**config.mk**
```make
export PLATFORM = sky130hd
export DESIGN_NAME = hex_to_seg
export DESIGN_NICKNAME = d
export VERILOG_FILES = /design/src/rtl/hex_to_seg.sv
export SDC_FILE = /design/constraint.sdc
export NUM_CORES = 1
export LEC_CHECK = 0
export ABC_CLOCK_PERIOD_IN_PS = 800
export BUFFER_PORTS_ARGS = -buffer_cell sky130_fd_sc_hd__buf_2
export CAP_MARGIN = 20
export CORE_AREA = 2 2 39 41
export DETAILED_ROUTE_END_ITERATION = 10
export DIE_AREA = 0 0 41 43
export SYNTH_ARGS = -nofsm -noshare
export SYNTH_HDL_FRONTEND = slang
export SYNTH_SLANG_ARGS = --single-unit
```
**constraint.sdc**
```tcl
create_clock -name clk -period 0.8 [get_ports clk]
set_input_delay 0.04 -clock clk [delete_from_list [all_inputs] [get_ports clk]]
set_output_delay 0.04 -clock clk [all_outputs]
set_load 0.02 [all_outputs]
```
**src/rtl/hex_to_seg.sv**
```systemverilog
// Hex nibble to 7-segment decoder for one digit, with blanking and lamp test.
// Segment order is {g,f,e,d,c,b,a}; polarity and output registering are parameters.
module hex_to_seg #(
  parameter bit ACTIVE_LOW = 1'b1,
  parameter bit REGISTERED = 1'b1
) (
  input  logic       clk,
  input  logic       rst_n,
  input  logic [3:0] hex_data,
  input  logic       blank,
  input  logic       lamp_test,
  output logic [6:0] seg_data
);

  localparam logic [6:0] LIT_ALL  = 7'h7F;
  localparam logic [6:0] LIT_NONE = 7'h00;

  // Active-high lit pattern; b and d are lowercase to stay distinct from 8 and 0.
  function automatic logic [6:0] decode(input logic [3:0] nib);
    logic [6:0] lit;
    case (nib)
      4'h0:    lit = 7'h3F;
      4'h1:    lit = 7'h06;
      4'h2:    lit = 7'h5B;
      4'h3:    lit = 7'h4F;
      4'h4:    lit = 7'h66;
      4'h5:    lit = 7'h6D;
      4'h6:    lit = 7'h7D;
      4'h7:    lit = 7'h07;
      4'h8:    lit = 7'h7F;
      4'h9:    lit = 7'h6F;
      4'hA:    lit = 7'h77;
      4'hB:    lit = 7'h7C;
      4'hC:    lit = 7'h39;
      4'hD:    lit = 7'h5E;
      4'hE:    lit = 7'h79;
      4'hF:    lit = 7'h71;
      default: lit = LIT_NONE;
    endcase
    return lit;
  endfunction

  function automatic logic [6:0] polarity(input logic [6:0] lit);
    return ACTIVE_LOW ? ~lit : lit;
  endfunction

  localparam logic [6:0] SEG_OFF = ACTIVE_LOW ? ~LIT_NONE : LIT_NONE;

  logic [6:0] lit_sel;
  logic [6:0] seg_sel;

  always_comb begin
    lit_sel = decode(hex_data);
    if (lamp_test) begin
      lit_sel = LIT_ALL;
    end else if (blank) begin
      lit_sel = LIT_NONE;
    end
    seg_sel = polarity(lit_sel);
  end

  generate
    if (REGISTERED) begin : g_reg
      logic [6:0] seg_p1;

      // Stage boundary: selected pattern registered to the display pins.
      always_ff @(posedge clk or negedge rst_n) begin
        if (!rst_n) begin
          seg_p1 <= SEG_OFF;
        end else begin
          seg_p1 <= seg_sel;
        end
      end

      assign seg_data = seg_p1;
    end else begin : g_comb
      logic unused_clk_rst;
      assign unused_clk_rst = clk ^ rst_n;
      assign seg_data       = seg_sel;
    end
  endgenerate

endmodule

```
==> impl_results.md, run 1 <==
* WP buf/inv at 1
* Dpl cells at 88
* Fmax at 1090 MHz
* Crit Path Category: register to output pin
* Prevailing post-synth register cell: dfstp_2
* GR peak layer: met2
* Final Critical Period at 0.919 ns
* Vias in the first global route at 442
* Die extent in y at 43 µm
* WP data required at 0.76 ns
* Dpl cell area at 662 µm²
* Synth top cells by count: 7 x dfstp_2, 6 x ha_1, 5 x a21oi_1, 5 x inv_1
* Pre-antenna DRT Iters at 4
* Lkg Pwr at 0.359 nW
* Max-slew violation count at 0
* # diodes at 0
* Yosys warns at 0
* Root buf cell: clkbuf_4
* Initial Util at 35.4%
* DR DRC count at 0
* PD cells at 1320 mW/mm²
* Design area at 800 µm²
* Netlist cell types at 22
* Residual overflow from global routing at 0
* Top post-synthesis cells by area: dfstp_2 38%, ha_1 15%, a21oi_1 5.1%
* Worst VDD drop at 489 µV
* CTS Buffer Depth at 2
* Syn avg cell area at 9.78 µm²
* Die width at 41 µm
* Largest net degree at the start of global routing at 11
* Cells along the critical path: buf_6
* Synthesized Nets at 64
* Via/cell ratio at 4.98
* Synthesized area at 489 µm²
* Setup crit end kind: output pin
* Via count at 473
* RSZ-0062 raised after global routing: yes
* Origin of the worst setup path: seg_data[3]
* Register bit total from synthesis at 7
* CTS Buf Count at 3
* Final Hold Fails at 0
* Fill cells at 114
* Final worst slack at -0.119 ns
* Initial antenna violation count at 0
* Arr. time, crit path at 0.88 ns
* Worst-path clk slew at 0.05 ns
* Row count at 14
* Worst-Margin Slew at 0.220 ns
* Layout area overhead at 63.4%
* Cell taking the most area after synthesis: dfstp_2
* Min-Delay Startpoint: lamp_test
* Die area at 0.00176 mm²
* Failing checks: setup timing
* Slew headroom at 85.2%
* Period utilisation layout at 115%
* Port bufs at 14
* First-pass GRT wire length at 1760 µm
* Post-synthesis sequential area ratio at 37.6%
* Post-synth EDFFs at 0
* Drt total wl at 1000 µm
* Gpl congestion at 0.847
* Worst path top cell family by delay: flip-flops
* Routed length per placed instance at 10.6 µm
* Post-DP HPWL at 805 µm
* Slowest cell on crit path: dfstp_2
* Max reg flops at 7
* Most frequent cell after synthesis: dfstp_2
* Critical Path Max Stage Delay at 0.52 ns
* Drt initial violations at 7
* Cells after Synth at 50
* Fraction of registers with async set/reset at 100%
* Final Non-Filler Cells at 95
* Synth top area share at 37.6%
* Final setup vio count at 7
* Antenna Violating Nets Remaining at 0
* CTS tree: yes
* Max cap viols at 0
* Share of cells above drive strength 1 at 59.5%
* Crit path max fanout at 1
* Crit path launch type: register
* Hold Crit Class: input pin to register
* Met1 usage at 17.4%
* # IOs at 15
* Pre-CTS WS at -0.291 ns
* # nets final at 94
* Met3 Resource Use GR at 1.57%
* Clock sink count at 7
* H-tree Lvls at 1
* Met2 usage at 23.4%
* Core area at 0.00138 mm²
* Gr usage total at 14.4%
* Status: finished, violations left
metal layers:
| metal | share of wire (%) | vias up | wire [µm] |
|---|---|---|---|
| met1 | 41 | 219 | 408 |
| met3 | 7.7 | 2 | 77 |
| li1 | - | 235 | - |
| met5 | 0 | - | 0 |
| met2 | 50 | 17 | 500 |
| met4 | 1.7 | 0 | 17 |
placed cells by master (no fill, tap or decap), types with 2 or more instances in the layout:
cell type      Yosys  final
dfstp_2            7      7
inv_1              5      2
ha_4               0      2
nor2_1             4      4
buf_6              1      7
a21oi_1            5      4
buf_4              1     12
nand2_1            4      4
ha_1               6      4
a31oi_1            4      4
clkbuf_4           0      4
buf_2              1      5
dlygate4sd3_1      0      2
area by class of cell:
| cell class | count | area, µm² | share of cell area [%] |
|---|---|---|---|
| tap | 16 | 20.0 | 2.50 |
| inverter | 5 | 25.0 | 3.13 |
| sequential | 7 | 184 | 23.0 |
| multi-input combinational | 35 | 308 | 38.5 |
| timing repair buffer | 28 | 236 | 29.6 |
| clock buffer | 4 | 26.3 | 3.29 |
cell families (layout without fill, tap and decap cells):
| kind of cell | after synthesis | after routing | share of synthesized area, % |
|---|---|---|---|
| flops | 7 | 7 | 37.6 |
| simple gates | 10 | 10 | 8.44 |
| compound gates | 16 | 16 | 22.5 |
| buf+inv | 8 | 37 | 8.70 |
| fa+ha+maj | 6 | 6 | 15.3 |
| mux | 3 | 3 | 7.42 |
through the flow:
step / hold slack [ns] / setup TNS (ns) / power [mW] / utilization, %
floorplan: -0.108 / -0.191 / 0.570 / -
global placement: 0.0817 / -1.53 / 0.682 / 47.8
finish: 0.0181 / -0.798 / 1.06 / 57.8
CTS: 0.000965 / -0.873 / 1.06 / 56.4
detailed placement: 0.0818 / -1.63 / 0.682 / 47.8
global route: 0.0222 / -1.00 / 1.13 / 57.8
repair_timing:
action                                  4_1_cts  5_1_grt
resized for setup                            20        5
endpoints found under the hold margin         8        0
endpoints found under the setup margin       10       11
buffers inserted                              1        0
hold buffers                                  2        0
pin swaps                                     4        0
where the power goes:
group	internal [mW]	switching (mW)	leakage [nW]	total, mW
registers	0.401	0.0110	0.0733	0.412
clock network	0.190	0.122	0.0150	0.311
logic	0.175	0.161	0.271	0.336
total	0.765	0.294	0.359	1.06
worst paths after layout:
check	end	cells after the start
setup / recovery	seg_data[3]	1
hold / removal	seg_data[5]	2
max in group asynchronous	seg_data[2]	2
min in group asynchronous	seg_data[4]	2
Power figures use the tool's default switching activity.
==> inputs of run 2 (changes only) <==
Settings changed: CELL_PAD_IN_SITES_DETAIL_PLACEMENT set to 1, CELL_PAD_IN_SITES_GLOBAL_PLACEMENT set to 1, CORE_AREA 2 2 39 41 to not set, CORE_MARGIN set to 2, CORE_UTILIZATION set to 32, DIE_AREA 0 0 41 43 to not set, PLACE_DENSITY_LB_ADDON set to 0.1.
==> run 2 against run 1 <==
The run still ends with setup timing left; power grew 1.6%; flip-flop and latch count unchanged; cell area is 3.0% higher; sequential power hardly changed; worst setup slack better by 0.0010 ns; non-clock buffer count rose by 1; via count rose by 1.3%; fmax grew 0.11%; core utilization is 1.8 points lower; global-route usage increased by 2.7 points; critical path type unchanged; critical endpoint is now seg_data[6]; largest cell class unchanged.
==> impl_results.md, run 2 (same netlist as run 1, synthesis figures left out) <==
* Gr usage total at 17.2%
* Drt total wl at 1330 µm
* WP buf/inv at 1
* Final worst slack at -0.118 ns
* CTS tree: yes
* Initial Util at 33.2%
* Worst-Margin Slew at 0.221 ns
* Total power at 1.08 mW
* Gpl congestion at 0.785
* Worst VDD drop at 371 µV
* Hold Crit Class: input pin to register
* # diodes at 0
* Arr. time, crit path at 0.88 ns
* First-pass GRT wire length at 2290 µm
* H-tree Lvls at 1
* Antenna Violating Nets Remaining at 0
* Lkg Pwr at 0.367 nW
* # IOs at 15
* Initial antenna violation count at 0
* Residual overflow from global routing at 0
* Design area at 823 µm²
* Largest net degree at the start of global routing at 9
* Worst-path clk slew at 0.05 ns
* # nets final at 95
* Crit path max fanout at 1
* Core area at 0.00147 mm²
* WP data required at 0.76 ns
* CTS Buf Count at 3
* Worst hold slack at 0.0168 ns
* Root buf cell: clkbuf_4
* Cells along the critical path: buf_6
* Crit path launch type: register
* Pre-antenna DRT Iters at 1
* Fmax at 1090 MHz
* Routed length per placed instance at 13.9 µm
* DR DRC count at 0
* Max-slew violation count at 0
* Final Hold Fails at 0
* Clock sink count at 7
* Setup crit end kind: output pin
* RSZ-0062 raised after global routing: yes
* Port bufs at 14
* Worst path top cell family by delay: flip-flops
* Die area at 0.00186 mm²
* Row count at 14
* PD cells at 1310 mW/mm²
* Die width at 43.1 µm
* Max reg flops at 7
* Post-DP HPWL at 995 µm
* Dpl cell area at 689 µm²
* Via count at 479
* Final setup vio count at 8
* Drt initial violations at 0
* Crit Path Category: register to output pin
* Most common cell after layout, fill and taps aside: buf_4
* Origin of the worst setup path: seg_data[6]
* Slowest cell on crit path: dfstp_2
* Die extent in y at 43.1 µm
* Share of cells above drive strength 1 at 65.0%
* CTS Buffer Depth at 2
* Vias in the first global route at 516
* Period utilisation layout at 115%
* Via/cell ratio at 4.99
* Setup TNS at -0.794 ns
* Layout area overhead at 68.3%
* Slew headroom at 85.3%
* Status: finished, violations left
* Fill cells at 162
* Min-Delay Startpoint: lamp_test
* Final Critical Period at 0.918 ns
* Pre-CTS WS at -0.355 ns
* Critical Path Max Stage Delay at 0.53 ns
* Failing checks: setup timing
* Most frequent cells in the layout: 13 x buf_4, 7 x buf_6, 7 x dfstp_2, 6 x buf_2
* Max cap viols at 0
run 2: cell types whose count changed in the layout (fill, tap and decap cells not counted):
cell | before | now
mux2_4 | 1 | 2
inv_2 | 1 | 2
nor2_1 | 4 | 3
inv_4 | 1 | 0
ha_1 | 4 | 2
mux2_2 | 1 | 0
ha_2 | 0 | 2
clkbuf_4 | 4 | 3
buf_4 | 12 | 13
buf_12 | 0 | 1
dlygate4sd3_1 | 2 | 1
buf_2 | 5 | 6
nor2_2 | 0 | 1
run 2: per-stage QoR:
stage / utilization [%] / std cells
floorplan: - / 50
global placement: 46.9 / 90
detailed placement: 46.9 / 90
CTS: 55.1 / 96
global route: 56.0 / 96
finish: 56.0 / 96
run 2: worst paths after layout:
kind / endpoint / slack [ns] / cells after the start
max in group asynchronous: seg_data[1] / 0.40 / 2
setup / recovery: seg_data[6] / -0.12 / 1
hold / removal: seg_data[4] / 0.02 / 2
min in group asynchronous: seg_data[2] / 0.38 / 2
run 2: layout make-up:
class                      count  area (µm²)  share of cell area (%)
timing repair buffer          29         251                    30.5
multi-input combinational     35         319                    38.8
inverter                       5        22.5                    2.74
sequential                     7         184                    22.3
tap                           16        20.0                    2.43
clock buffer                   4        26.3                    3.19
run 2: metal layers:
layer  share of wire [%]  global-route usage, %  up-vias
met5                   0                      0        -
met4                 1.1                   9.09        0
met3                 3.6                   3.83        2
met2                  56                   31.9       13
met1                  39                   17.3      226
li1                    -                      -      238
run 2: where the power goes:
| part | total, mW | switching (mW) | internal (mW) |
|---|---|---|---|
| Sequential | 0.413 | 0.0124 | 0.401 |
| Combinational | 0.360 | 0.172 | 0.188 |
| Clock | 0.303 | 0.114 | 0.189 |
| Total | 1.08 | 0.298 | 0.778 |
run 2: what timing repair did:
item	4_1_cts	5_1_grt
setup endpoints to repair	12	11
pin swaps	4	0
hold endpoints to repair	7	0
gates resized for setup	22	5
setup buffers	1	0
hold buffers	1	0
